**src/rtl/cpu_pkg.sv**
```systemverilog
// cpu_pkg: shared entry point, memory depth and loader state encoding.
// Rev 1.0
`default_nettype none

package cpu_pkg;

  localparam logic [31:0] DEFAULT_ENTRY_PC = 32'h28;
  localparam int          IMEM_WORDS       = 64;

  typedef enum logic [2:0] {
    ST_IDLE  = 3'd0,
    ST_LOAD  = 3'd1,
    ST_WRITE = 3'd2,
    ST_DRAIN = 3'd3,
    ST_DONE  = 3'd4
  } load_state_t;

endpackage

`default_nettype wire

```
**src/rtl/word_packer.sv**
```systemverilog
// word_packer: assembles little-endian bytes into a 32-bit word buffer.
// Rev 1.0
`default_nettype none

module word_packer (
  input  logic        clk,
  input  logic        reset_n,
  input  logic        i_clear,
  input  logic        i_push,
  input  logic [7:0]  i_data,
  output logic [31:0] o_word,
  output logic [1:0]  o_idx,
  output logic        o_full,
  output logic        o_partial
);

  logic [31:0] r_word;
  logic [1:0]  r_idx;

  // Clear wins over push so an abandoned word never leaks bytes into the next one.
  always_ff @(posedge clk or negedge reset_n) begin
    if (!reset_n) begin
      r_word <= 32'h0;
      r_idx  <= 2'd0;
    end else if (i_clear) begin
      r_word <= 32'h0;
      r_idx  <= 2'd0;
    end else if (i_push) begin
      r_word[8*r_idx +: 8] <= i_data;
      r_idx                <= r_idx + 2'd1;
    end
  end

  assign o_word    = r_word;
  assign o_idx     = r_idx;
  assign o_full    = (r_idx == 2'd3);
  assign o_partial = (r_idx != 2'd0);

endmodule

`default_nettype wire

```
**src/rtl/imem_loader.sv**
```systemverilog
// imem_loader: packs a host byte stream into words and writes instruction memory,
// then reports completion and the start PC. Rev 1.0
`default_nettype none

module imem_loader
  import cpu_pkg::*;
#(
  parameter logic [31:0] BASE_ADDR = DEFAULT_ENTRY_PC,
  parameter int          MAX_WORDS = IMEM_WORDS,
  parameter int          CNT_W     = 16
) (
  input  logic             clk,
  input  logic             reset_n,
  input  logic             start,
  input  logic             in_valid,
  input  logic [7:0]       in_data,
  input  logic             in_last,
  output logic             in_ready,
  output logic             mem_we,
  output logic [31:0]      mem_addr,
  output logic [31:0]      mem_wdata,
  output logic             busy,
  output logic             done,
  output logic             error,
  output logic [CNT_W-1:0] word_count,
  output logic [31:0]      pc_start
);

  load_state_t      r_state;
  load_state_t      w_next;
  logic [CNT_W-1:0] r_word_count;
  logic             r_error;
  logic             r_last;

  logic        w_accept;
  logic        w_word_end;
  logic        w_room;
  logic        w_start_ok;
  logic        w_clear;
  logic        w_push;
  logic [31:0] w_word;
  logic [1:0]  w_idx;
  logic        w_full;
  logic        w_partial;

  word_packer u_packer (
    .clk       (clk),
    .reset_n   (reset_n),
    .i_clear   (w_clear),
    .i_push    (w_push),
    .i_data    (in_data),
    .o_word    (w_word),
    .o_idx     (w_idx),
    .o_full    (w_full),
    .o_partial (w_partial)
  );

  assign w_accept   = in_valid & in_ready;
  assign w_word_end = w_accept & (w_full | in_last);
  assign w_room     = (r_word_count < CNT_W'(MAX_WORDS));
  assign w_start_ok = start & ((r_state == ST_IDLE) | (r_state == ST_DONE));

  always_comb begin
    w_next  = r_state;
    w_clear = 1'b0;
    w_push  = 1'b0;
    case (r_state)
      ST_IDLE: begin
        if (start) begin
          w_next  = ST_LOAD;
          w_clear = 1'b1;
        end
      end
      ST_LOAD: begin
        w_push = w_accept;
        if (w_word_end) begin
          if (w_room) begin
            w_next = ST_WRITE;
          end else begin
            // Out of memory: drop the buffered word and swallow the rest of the stream.
            w_next  = in_last ? ST_DONE : ST_DRAIN;
            w_clear = 1'b1;
          end
        end
      end
      ST_WRITE: begin
        w_clear = 1'b1;
        w_next  = r_last ? ST_DONE : ST_LOAD;
      end
      ST_DRAIN: begin
        if (w_accept && in_last) begin
          w_next = ST_DONE;
        end
      end
      ST_DONE: begin
        if (start) begin
          w_next  = ST_LOAD;
          w_clear = 1'b1;
        end
      end
      default: begin
        w_next  = ST_IDLE;
        w_clear = 1'b1;
      end
    endcase
  end

  always_ff @(posedge clk or negedge reset_n) begin
    if (!reset_n) begin
      r_state      <= ST_IDLE;
      r_word_count <= '0;
      r_error      <= 1'b0;
      r_last       <= 1'b0;
    end else begin
      r_state <= w_next;
      if (w_start_ok) begin
        r_word_count <= '0;
        r_error      <= 1'b0;
        r_last       <= 1'b0;
      end else begin
        if ((r_state == ST_LOAD) && w_word_end) begin
          r_last <= in_last;
          if (!w_room) begin
            r_error <= 1'b1;
          end
        end
        if (r_state == ST_WRITE) begin
          r_word_count <= r_word_count + CNT_W'(1);
        end
      end
    end
  end

  assign in_ready   = (r_state == ST_LOAD) | (r_state == ST_DRAIN);
  assign busy       = (r_state == ST_LOAD) | (r_state == ST_WRITE) | (r_state == ST_DRAIN);
  assign mem_we     = (r_state == ST_WRITE);
  assign done       = (r_state == ST_DONE);
  assign error      = r_error;
  assign word_count = r_word_count;
  assign pc_start   = BASE_ADDR;

  // Address and data are only meaningful alongside the strobe; zero elsewhere.
  assign mem_addr  = mem_we ? (BASE_ADDR + (32'(r_word_count) << 2)) : 32'h0;
  assign mem_wdata = mem_we ? w_word : 32'h0;

endmodule

`default_nettype wire

```
**config.mk**
```make
export PLATFORM = sky130hd
export DESIGN_NAME = imem_loader
export DESIGN_NICKNAME = d
export VERILOG_FILES = /design/src/rtl/cpu_pkg.sv /design/src/rtl/word_packer.sv /design/src/rtl/imem_loader.sv
export SDC_FILE = /design/constraint.sdc
export NUM_CORES = 1
export LEC_CHECK = 0
export ABC_AREA = 1
export CAP_MARGIN = 0
export CORE_ASPECT_RATIO = 0.5
export CORE_UTILIZATION = 55
export CTS_BUF_LIST = sky130_fd_sc_hd__clkbuf_16
export DETAILED_ROUTE_END_ITERATION = 12
export DONT_BUFFER_PORTS = 1
export MAX_ROUTING_LAYER = met4
export PLACE_DENSITY = 0.8
export SLEW_MARGIN = 30
export SYNTH_ARGS = -nofsm -noshare
export SYNTH_HDL_FRONTEND = slang
export SYNTH_SLANG_ARGS = --single-unit
```
**constraint.sdc**
```tcl
create_clock -name clk -period 2.2 [get_ports clk]
set_clock_uncertainty 0.15 [all_clocks]
set_input_delay 0.11 -clock clk [delete_from_list [all_inputs] [get_ports clk]]
set_output_delay 0.11 -clock clk [all_outputs]
set_load 0.005 [all_outputs]
```
==> summary.txt, run 1 <==
Power and ir drop
  – Power density over cell area: approximately 860 nW/µm²
  – Peak supply drop: ~0.51 mV
  – Lkg Pwr: 2.039 nW

Synthesis
  – Fraction of synthesized cell area taken by the top area cell type: 0.3470
  – Cell count after synthesis: between 500 and 600
  – Synth area leader: sky130_fd_sc_hd__dfrtp_1
  – Combined area of all synthesized cells: 3966 µm²
  – Post-synth ARST share: 1.000
  – Main synth FF type: sky130_fd_sc_hd__dfrtp_1
  – XOR/XNOR Fraction of Synth Area: 0
  – Main area contributors after synthesis: sky130_fd_sc_hd__dfrtp_1, sky130_fd_sc_hd__nand2_1, sky130_fd_sc_hd__buf_4
  – Complex-gate fraction of the synthesized area: 0.08833
  – Multiplexer share of the synthesized area: 0
  – Sequential fraction of the synthesis area: 0.3470
  – Largest family of logic cells by synthesized area: simple AND/OR/NAND/NOR gates
  – Number of synthesized register bits: 55
  – Most instantiated library cell after synthesis: sky130_fd_sc_hd__nand2_1
  – Number of synthesis warnings: 0
  – Top cells by count, synth: sky130_fd_sc_hd__nand2_1, sky130_fd_sc_hd__nor2_1, sky130_fd_sc_hd__inv_1
  – Post-synth EDFFs: 0
  – Average footprint of a synthesized cell: 6.898 µm²
  – Adder-Cell Fraction of Synth Area: 0.02524
  – Library cells used by synthesis: 28
  – Simple-gate share of the synthesized area: 0.3372

Clock tree
  – # clock sinks: 55
  – Clock transition at path regs: about 0.08 ns
  – Clock tree from TritonCTS: done
  – CTS Buffer Depth: 2
  – Clock insertion delay at the later pin of the skew report: about 0.3 ns
  – TritonCTS buffer count: 5
  – H-tree levels: 2
  – Clock Root Buffer: sky130_fd_sc_hd__clkbuf_16

Status
  – Result of the run: completed

Global routing
  – Initial antenna violation count: 0
  – Overall track demand over capacity in global routing: 0.2351
  – Total overflow reported by the global router: 0
  – First-pass GRT wire length: ~13000 µm
  – Maximum number of pins on one net before global-route repair: 56
  – Number of global-route vias before repair: 2950

Drt
  – DRC violations left: 0
  – WL per Instance: between 10 and 15 µm
  – Total wire length after detailed routing: 8717 µm
  – Routed via count: roughly 3500
  – Antenna violation net count after detailed routing: 0
  – Number of iterations in the first detailed-routing pass: 4
  – DRC violation total after the first TritonRoute iteration: around 190
  – Routed vias/inst: between 5 and 6

Critical path
  – Maximum fanout count along the critical path: 7
  – Class of the most critical setup path: register to primary output
  – Crit start category: register
  – Worst Path Required: 1.94 ns
  – Data arrival, critical path: 1.78 ns
  – Endpoint class of the critical path: primary output

STA
  – Final worst-path setup slack: ~0.16 ns
  – Tcrit/Tclk final: 0.9285
  – Max-Slew Margin vs Limit: 0.6602
  – Min Clock Period, post-route: between 2 and 2.5 ns
  – Post-Route Setup TNS: 0 ns
  – RSZ-0062 raised after global routing: no
  – Fin Hold WS: between 0.04 and 0.05 ns
  – Fmax: between 400 and 500 MHz
  – Number of pins exceeding their max-slew limit in the final report: 0
  – Setup-failing EPs final: 0
  – Slew of the pin with the lowest slew margin: 0.5078 ns
  – Final count of hold timing violations: 0

Placement
  – Place WS: between 0.3 and 0.4 ns
  – IO Port Bufs: 0
  – Final GP Congestion: ~0.92
  – Total cell area at the placement stage: approximately 4000 µm²
  – Half-perimeter wire length of the detailed placement result: roughly 6400 µm

Cells and area
  – Area of the multi-input gates: roughly 2000 µm²
  – Area growth from synthesis to final layout: 6.656%
  – Storage cell area: ~1400 µm²
  – Layout Cell Area excl Fill: roughly 4200 µm²
  – Fillcell total: 650
  – Layout cell share with drive strength beyond 1: 0.08235
  – Count of nets after finishing: ~620
  – Ant diodes: 0
  – Share of the core filled with cells in the final layout: 0.6192

Die
  – Die outline height: slightly above 60 µm
  – Area of the die: between 7000 and 8000 µm²
  – Total core area: 6832 µm²
  – Top Ports: 130
  – Effective utilization at floorplan: 0.5806
  – Row Count: 21
  – Die Width: 122.1 µm

Worst hold path
  – Hold WC Path Type: input port to register

Run
  – Max capacitance violation total: 0
## placed cells by master (no fill, tap or decap), types with 4 or more instances in the layout
cell type	count
sky130_fd_sc_hd__nor2_1	86
sky130_fd_sc_hd__ha_1	8
sky130_fd_sc_hd__dfrtp_2	4
sky130_fd_sc_hd__conb_1	47
sky130_fd_sc_hd__inv_2	6
sky130_fd_sc_hd__inv_1	85
sky130_fd_sc_hd__dlygate4sd3_1	13
sky130_fd_sc_hd__nand2_1	104
sky130_fd_sc_hd__clkbuf_16	5
sky130_fd_sc_hd__nor3_1	21
sky130_fd_sc_hd__nand4_1	19
sky130_fd_sc_hd__dfrtp_1	51
sky130_fd_sc_hd__a21oi_1	41
sky130_fd_sc_hd__nand3_1	43
sky130_fd_sc_hd__buf_4	14
sky130_fd_sc_hd__o21ai_0	18
sky130_fd_sc_hd__o21ai_1	6
## per-stage QoR
| stage | cells | power (mW) |
|---|---|---|
| after detailed placement | 665 | 2.777 |
| after floorplan | 620 | 2.571 |
| after global placement | 665 | 2.737 |
| after global routing | 687 | 3.891 |
| final | 687 | 3.631 |
| after CTS | 687 | 3.649 |
## state kept, by name (all words and copies together), names as in the netlist
| register | cells |
|---|---|
| r_state | 3 |
| u_packer.o_word | 32 |
| u_packer.o_idx | 2 |
| error | 1 |
| r_last | 1 |
| word_count | 16 |
## logic make-up (layout without fill, tap and decap cells)
group,after synthesis,after routing
AO/OA/AOI/OAI,67,67
adder cells (fa/ha/maj),8,8
buffers and inverters,154,129
flip-flops,55,55
other,2,47
AND/OR/NAND/NOR,289,289
## final timing paths
check,start,end,slack (ns),depth (start not counted)
worst min-delay path,start,u_packer.o_word[7]$_DFFE_PN0P_,0.05,3
worst max register to register,u_packer.o_idx[1]$_DFFE_PN0P_,u_packer.o_word[17]$_DFFE_PN0P_,0.25,6
worst min register to register,u_packer.o_word[10]$_DFFE_PN0P_,u_packer.o_word[10]$_DFFE_PN0P_,0.37,2
min in group asynchronous,reset_n,u_packer.o_word[6]$_DFFE_PN0P_,0.17,2
max in group asynchronous,reset_n,word_count[6]$_DFFE_PN0P_,1.47,2
worst max-delay path,r_state[2]$_DFFE_PN0P_,mem_addr[10],0.16,6
## critical path, stage by stage (launching register included)
cell and delay (ns):
sky130_fd_sc_hd__dfrtp_1 0.40, sky130_fd_sc_hd__inv_2 0.14, sky130_fd_sc_hd__nand2_1 0.13, sky130_fd_sc_hd__inv_2 0.09, sky130_fd_sc_hd__nand2_1 0.21, sky130_fd_sc_hd__nor3_1 0.35
sky130_fd_sc_hd__buf_4 0.17
## layer usage
layer	up-vias	global-route usage	wire [µm]
met4	0	0.04530	64
met3	7	0.04836	585
met1	1583	0.2858	3861
li1	1758	-	-
met2	126	0.4165	4206
met5	-	-	0
## power breakdown
group,switching [mW],leakage (nW),internal (mW)
Combinational,1.12,1.21,0.449
Clock,0.385,0.0716,0.423
Sequential,0.130,0.753,1.12
## what timing repair did
action | in CTS | in global routing
endpoints found under the hold margin | 94 | 0
hold buffers | 14 | 0
buffers inserted | 0 | 0
setup endpoints to repair | 0 | 2
resized for setup | 0 | 6
## final cells by class
type | instances | share of cell area
tap | 92 | 0.02721
sequential | 55 | 0.3265
clock buffer | 5 | 0.02958
multi-input combinational | 411 | 0.4655
inverter | 92 | 0.08163
clock inverter | 3 | 0.004732
timing repair buffer | 29 | 0.06477
Power figures use the tool's default switching activity.
==> run 2, diff against run 1 <==
--- a/config.mk
+++ b/config.mk
@@ -14,6 +14,7 @@
 export DONT_BUFFER_PORTS = 1
 export MAX_ROUTING_LAYER = met4
 export PLACE_DENSITY = 0.8
+export REMOVE_ABC_BUFFERS = 1
 export SLEW_MARGIN = 30
 export SYNTH_ARGS = -nofsm -noshare
 export SYNTH_HDL_FRONTEND = slang
==> run 2 against run 1 <==
Effect of this change:
- non-clock buffer count is 7 higher
- count of clock-buffer cells in the layout stayed put
- hold slack better by 0.036 ns
- flip-flop and latch count stayed put
- combinational power hardly changed
- first-iteration DRC count is 26% higher
- worst setup slack worse by 0.094 ns
- cell count is 1.0% higher
- power is 0.37% lower
- register-to-register slack better by 0.05 ns
- critical path type unchanged
- highest routed layer unchanged
==> summary.txt, run 2 (synthesis gave the netlist of run 1 again) <==
Cells and area
  – Layout cell share with drive strength beyond 1: 0.08638 (+0.004026)
  – Commonest non-fill, non-tap cells in the layout: sky130_fd_sc_hd__nand2_1, sky130_fd_sc_hd__nor2_1, sky130_fd_sc_hd__inv_1, sky130_fd_sc_hd__dfrtp_1, sky130_fd_sc_hd__conb_1
  – Max reg flops: 32 (unchanged)
  – Leading cell type in the layout, fill and taps excluded: sky130_fd_sc_hd__nand2_1
  – Ant diodes: 0 (unchanged)
  – Count of nets after finishing: 622 (+1.1%)
  – Layout Cell Area excl Fill: 4268 µm² (+0.89%)
  – Area growth from synthesis to final layout: 7.602%
  – Fillcell total: 621 (-4.5%)

Placement
  – Half-perimeter wire length of the detailed placement result: 6487 µm (+1.6%)
  – IO Port Bufs: 0 (unchanged)
  – Final GP Congestion: 0.8785 (-4.9%)
  – Total cell area at the placement stage: 3966 µm² (+1.3%)

Drt
  – Routed length on met1: 4092 µm (+6.0%)
  – Routed via count: 3515 (+1.2%)
  – Top routing layer used: met4
  – Routed vias/inst: 5.065 (+0.16%)
  – Metal3 WL: 520 µm (-11%)
  – WL per Instance: 12.79 µm (+0.80%)
  – Routed wl met2: 4193 µm (-0.31%)
  – Antenna violation net count after detailed routing: 0 (unchanged)
  – Total wire length after detailed routing: 8876 µm (+1.8%)
  – Number of iterations in the first detailed-routing pass: 5 (+1)
  – DRC violations left: 0 (unchanged)
  – DRC violation total after the first TritonRoute iteration: 234 (+26%)

Clock tree
  – Clock Root Buffer: sky130_fd_sc_hd__clkbuf_16
  – Clock transition at path regs: 0.07 ns (about the same)
  – Clock tree from TritonCTS: done
  – Post-CTS setup-driven buffer insertion count: 0 (unchanged)
  – # clock sinks: 55 (unchanged)
  – H-tree levels: 2 (unchanged)
  – TritonCTS buffer count: 5 (unchanged)
  – CTS Buffer Depth: 2 (unchanged)
  – Clock insertion delay at the later pin of the skew report: 0.29 ns (about the same)

Die
  – Row Count: 21 (unchanged)
  – Die outline height: 62.05 µm (unchanged)
  – Top Ports: 130 (unchanged)
  – Effective utilization at floorplan: 0.5806 (unchanged)
  – Die Width: 122.1 µm (unchanged)
  – Area of the die: 7576 µm² (unchanged)
  – Total core area: 6832 µm² (unchanged)

Critical path
  – Data arrival, critical path: 1.88 ns (+0.10 ns)
  – Crit start category: register
  – Maximum fanout count along the critical path: 8 (+1)
  – Endpoint class of the critical path: primary output
  – Class of the most critical setup path: register to primary output
  – Worst Path Required: 1.94 ns (about the same)

Global routing
  – Total overflow reported by the global router: 0 (unchanged)
  – Maximum number of pins on one net before global-route repair: 56 (unchanged)
  – Number of global-route vias before repair: 2949 (-0.034%)
  – First-pass GRT wire length: 14000 µm (+3.8%)
  – Overall track demand over capacity in global routing: 0.2473 (+0.01222)
  – Initial antenna violation count: 0 (unchanged)

STA
  – Slew of the pin with the lowest slew margin: 0.5121 ns (+0.004255 ns)
  – Max-Slew Margin vs Limit: 0.6574 (-0.002848)
  – Final count of hold timing violations: 0 (unchanged)
  – Number of pins exceeding their max-slew limit in the final report: 0 (unchanged)
  – Post-Route Setup TNS: 0 ns (unchanged)
  – Min Clock Period, post-route: 2.136 ns (+0.09366 ns)
  – Fmax: 468.1 MHz (-4.4%)
  – RSZ-0062 raised after global routing: no
  – Setup-failing EPs final: 0 (unchanged)
  – Tcrit/Tclk final: 0.9711 (+0.04257)

Power and ir drop
  – Power density over cell area: 847.5 nW/µm² (-1.2%)
  – Peak supply drop: 0.4055 mV (-21%)
  – Lkg Pwr: 2.084 nW (+2.2%)

Run
  – Max capacitance violation total: 0 (unchanged)

Status
  – Result of the run: completed

Worst hold path
  – Hold WC Path Type: input port to register
==> run 2: final cells by class <==
class	instances	area [µm²]	area share
Clock buffer	5	125.1	0.02932
Clock inverter	3	15.01	0.003518
Inverter	92	345.3	0.08091
Multi-Input combinational cell	411	1964	0.4603
Sequential cell	55	1376	0.3225
Tap cell	92	115.1	0.02697
Timing Repair Buffer	36	326.6	0.07652
==> run 2: worst paths after layout <==
check	from	endpoint	slack (ns)	cells after the start
min	in_valid	r_last$_DFFE_PN0P_	0.08	5
max reg2reg	u_packer.o_idx[1]$_DFFE_PN0P_	u_packer.o_word[20]$_DFFE_PN0P_	0.30	6
min in group asynchronous	reset_n	word_count[4]$_DFFE_PN0P_	0.21	2
max	word_count[4]$_DFFE_PN0P_	mem_addr[18]	0.06	7
max in group asynchronous	reset_n	u_packer.o_idx[1]$_DFFE_PN0P_	1.45	2
min reg2reg	u_packer.o_word[13]$_DFFE_PN0P_	u_packer.o_word[13]$_DFFE_PN0P_	0.37	2
==> run 2: metal layers <==
metal | vias to the layer above | GRT usage
met5 | - | -
met4 | 0 | 0.06098
met3 | 9 | 0.04653
met2 | 143 | 0.4092
met1 | 1585 | 0.3198
li1 | 1778 | -
==> run 2: what timing repair did <==
| item | CTS | global route |
|---|---|---|
| setup endpoints to repair | 0 | 4 |
| hold buffers | 14 | 0 |
| gates resized for setup | 0 | 1 |
| hold endpoints to repair | 95 | 0 |
==> run 2: report_power, final <==
part	total (mW)	internal (mW)	leakage, nW	switching (mW)
logic	1.59	0.455	1.25	1.14
registers	1.25	1.12	0.760	0.130
clock network	0.774	0.416	0.0733	0.358
==> run 2: through the flow <==
stage	setup slack, ns	std cells	power [mW]	util	hold WS, ns
5_1_grt	0.006188	694	3.893	0.6247	0.1235
4_1_cts	0.09365	694	3.624	0.6242	0.07815
3_5_place_dp	0.3112	672	2.788	0.5806	-0.3347
2_1_floorplan	0.06985	558	2.360	-	-0.3356
6_report	0.06361	694	3.617	0.6247	0.08454
3_3_place_gp	0.3988	672	2.738	0.5806	-0.3348
==> run 2: worst max-delay path, stage by stage, from the launching register on <==
cell	delay [ns]
sky130_fd_sc_hd__dfrtp_1	0.48
sky130_fd_sc_hd__nand2_1	0.14
sky130_fd_sc_hd__inv_1	0.11
sky130_fd_sc_hd__nand2_1	0.15
sky130_fd_sc_hd__nor3_1	0.31
sky130_fd_sc_hd__nand2_1	0.10
sky130_fd_sc_hd__nor3_1	0.15
sky130_fd_sc_hd__buf_4	0.14
==> run 3, diff against run 2 <==
--- a/config.mk
+++ b/config.mk
@@ -8,6 +8,7 @@
 export ABC_AREA = 1
 export CAP_MARGIN = 0
 export CORE_ASPECT_RATIO = 0.5
+export CORE_MARGIN = 2
 export CORE_UTILIZATION = 55
 export CTS_BUF_LIST = sky130_fd_sc_hd__clkbuf_16
 export DETAILED_ROUTE_END_ITERATION = 12
==> run 3 against run 2 <==
Effect of this change:
- worst setup slack better by 0.088 ns
- register-to-register slack got worse by 0.06 ns
- die area up 4.9%
- count of clock-buffer cells in the layout unchanged
- flip-flop and latch count is the same
- sequential power about the same
- clock power increased by 14%
- combinational power about the same
- routed wire length down 0.53%
- utilization up 0.11 points
- non-clock buffer count is 3 lower
- cell area is 0.18% higher
- largest power group unchanged
==> summary.txt, run 3 (synthesis gave the netlist of run 1 again) <==
Drt
  – Routed via count: 3482 (-0.94%)
  – Routed vias/inst: 5.039 (-0.51%)
  – Antenna violation net count after detailed routing: 0 (unchanged)
  – Number of iterations in the first detailed-routing pass: 4 (-1)
  – DRC violation total after the first TritonRoute iteration: 222 (-5.1%)
  – WL per Instance: 12.78 µm (about the same)
  – Total wire length after detailed routing: 8829 µm (-0.53%)
  – DRC violations left: 0 (unchanged)

Power and ir drop
  – Power density over cell area: 868.7 nW/µm² (+2.5%)
  – Lkg Pwr: 2.072 nW (-0.56%)
  – Peak supply drop: 0.4873 mV (+20%)
  – Overall Power: 3.714 mW (+2.7%)

Placement
  – Final GP Congestion: 0.9147 (+4.1%)
  – Half-perimeter wire length of the detailed placement result: 6474 µm (-0.20%)
  – IO Port Bufs: 0 (unchanged)
  – Total cell area at the placement stage: 3944 µm² (-0.57%)

Global routing
  – Maximum number of pins on one net before global-route repair: 56 (unchanged)
  – Initial antenna violation count: 0 (unchanged)
  – First-pass GRT wire length: 14670 µm (+4.8%)
  – Total overflow reported by the global router: 0 (unchanged)
  – Number of global-route vias before repair: 3090 (+4.8%)
  – Overall track demand over capacity in global routing: 0.2422 (-0.005130)

Clock tree
  – H-tree levels: 2 (unchanged)
  – TritonCTS buffer count: 5 (unchanged)
  – Clock insertion delay at the later pin of the skew report: 0.30 ns (about the same)
  – Clock transition at path regs: 0.07 ns (about the same)
  – Post-CTS setup-driven buffer insertion count: 0 (unchanged)
  – # clock sinks: 55 (unchanged)
  – Clock tree from TritonCTS: done
  – Clock Root Buffer: sky130_fd_sc_hd__clkbuf_16
  – CTS Buffer Depth: 2 (unchanged)

STA
  – Tcrit/Tclk final: 0.9309 (-0.04022)
  – Fmax: 488.3 MHz (+4.3%)
  – RSZ-0062 raised after global routing: no
  – Min Clock Period, post-route: 2.048 ns (-0.08848 ns)
  – Fin Hold WS: 0.006737 ns (-0.07780 ns)
  – Final count of hold timing violations: 0 (unchanged)
  – Number of pins exceeding their max-slew limit in the final report: 0 (unchanged)
  – Max-Slew Margin vs Limit: 0.6642 (+0.006889)
  – Slew of the pin with the lowest slew margin: 0.5018 ns (-0.01030 ns)
  – Post-Route Setup TNS: 0 ns (unchanged)
  – Setup-failing EPs final: 0 (unchanged)

Cells and area
  – Layout cell share with drive strength beyond 1: 0.08681 (+0.0004326)
  – Layout Cell Area excl Fill: 4275 µm² (+0.18%)
  – Leading cell type in the layout, fill and taps excluded: sky130_fd_sc_hd__nand2_1
  – Commonest non-fill, non-tap cells in the layout: sky130_fd_sc_hd__nand2_1, sky130_fd_sc_hd__nor2_1, sky130_fd_sc_hd__inv_1, sky130_fd_sc_hd__dfrtp_1, sky130_fd_sc_hd__conb_1
  – Fillcell total: 662 (+6.6%)
  – Area growth from synthesis to final layout: 7.792%
  – Count of nets after finishing: 619 (-0.48%)
  – Ant diodes: 0 (unchanged)
  – Max reg flops: 32 (unchanged)

Die
  – Die Width: 124.1 µm (+1.6%)
  – Top Ports: 130 (unchanged)
  – Row Count: 21 (unchanged)
  – Area of the die: 7948 µm² (+4.9%)
  – Effective utilization at floorplan: 0.5806 (unchanged)
  – Total core area: 6832 µm² (unchanged)
  – Die outline height: 64.05 µm (+3.2%)

Critical path
  – Maximum fanout count along the critical path: 6 (-2)
  – Cells along the critical path: ha_1 -> nor2_1 -> nor2_1 -> nand2_1 -> nor3_1 -> nor3_1 -> buf_4
  – Library cell contributing the largest single delay on the critical path: sky130_fd_sc_hd__dfrtp_1
  – Max incr delay on CP: 0.45 ns (-0.03 ns)
  – Crit start category: register
  – Class of the most critical setup path: register to primary output
  – CP delay by family, top: simple AND/OR/NAND/NOR gates
  – Worst Path Required: 1.94 ns (about the same)
  – Data arrival, critical path: 1.79 ns (-0.09 ns)
  – Total buffers and inverters traversed by the critical path: 1 (-1)
  – Endpoint class of the critical path: primary output

Worst hold path
  – Hold WC Path Type: input port to register

Status
  – Result of the run: completed

Run
  – Max capacitance violation total: 0 (unchanged)
==> run 3: cell types whose count changed in the layout (fill, tap and decap cells not counted) <==
cell,before,now
sky130_fd_sc_hd__buf_6,1,0
sky130_fd_sc_hd__clkinv_2,3,1
sky130_fd_sc_hd__bufinv_16,0,1
sky130_fd_sc_hd__nand2_1,104,103
sky130_fd_sc_hd__nand2_2,1,2
sky130_fd_sc_hd__buf_4,21,19
sky130_fd_sc_hd__clkinv_1,2,3
sky130_fd_sc_hd__nor3_1,22,21
sky130_fd_sc_hd__dfrtp_1,55,53
sky130_fd_sc_hd__dfrtp_2,0,2
sky130_fd_sc_hd__nor3_2,0,1
==> run 3: final timing paths <==
check,startpoint,to,slack [ns],cells after the start
setup / recovery,word_count[1]$_DFFE_PN0P_,mem_addr[11],0.15,7
hold / removal,start,word_count[15]$_DFFE_PN0P_,0.007,3
setup reg to reg,word_count[7]$_DFFE_PN0P_,r_state[1]$_DFFE_PN0P_,0.24,8
hold reg to reg,u_packer.o_word[15]$_DFFE_PN0P_,u_packer.o_word[15]$_DFFE_PN0P_,0.36,2
max in group asynchronous,reset_n,word_count[5]$_DFFE_PN0P_,1.46,2
min in group asynchronous,reset_n,u_packer.o_word[6]$_DFFE_PN0P_,0.18,2
==> run 3: per-layer routing <==
metal / wire length [µm] / global-route usage / vias to the layer above / part of all wire
met5: 0 / - / - / 0
met4: 129 / 0.08006 / 0 / 0.015
met3: 607 / 0.05000 / 14 / 0.069
met2: 4044 / 0.3846 / 128 / 0.46
met1: 4048 / 0.3117 / 1576 / 0.46
li1: - / - / 1764 / -
==> run 3: layout make-up <==
cell class                      instances  area (µm²)  area share
Clock buffer                            5       125.1     0.02927
Clock inverter                          3       38.79    0.009072
Inverter                               92       345.3     0.08077
Multi-Input combinational cell        411        1972      0.4612
Sequential cell                        55        1379      0.3225
Tap cell                               92       115.1     0.02692
Timing Repair Buffer                   33       300.3     0.07024
==> run 3: through the flow <==
stage	setup WS (ns)	utilization	std cells
finish	0.1521	0.6258	691
global route	0.01597	0.6258	691
CTS	0.05843	0.6244	691
detailed placement	0.3450	0.5773	669
global placement	0.3434	0.5773	669
floorplan	0.06985	-	558
==> run 3: where the power goes <==
part	total [mW]	internal, mW	switching [mW]
clock	0.886	0.531	0.354
sequential	1.25	1.12	0.131
combinational	1.58	0.447	1.13
==> run 3: tightest hold or removal path: cells and delay by family <==
| family | cells | cell delay [ns] |
|---|---|---|
| AND/OR/NAND/NOR | 3 | 0.31 |
==> run 3: what timing repair did <==
item	4_1_cts	5_1_grt
setup endpoints to repair	0	3
endpoints found under the hold margin	93	0
hold buffers	14	0
gates resized for setup	0	4
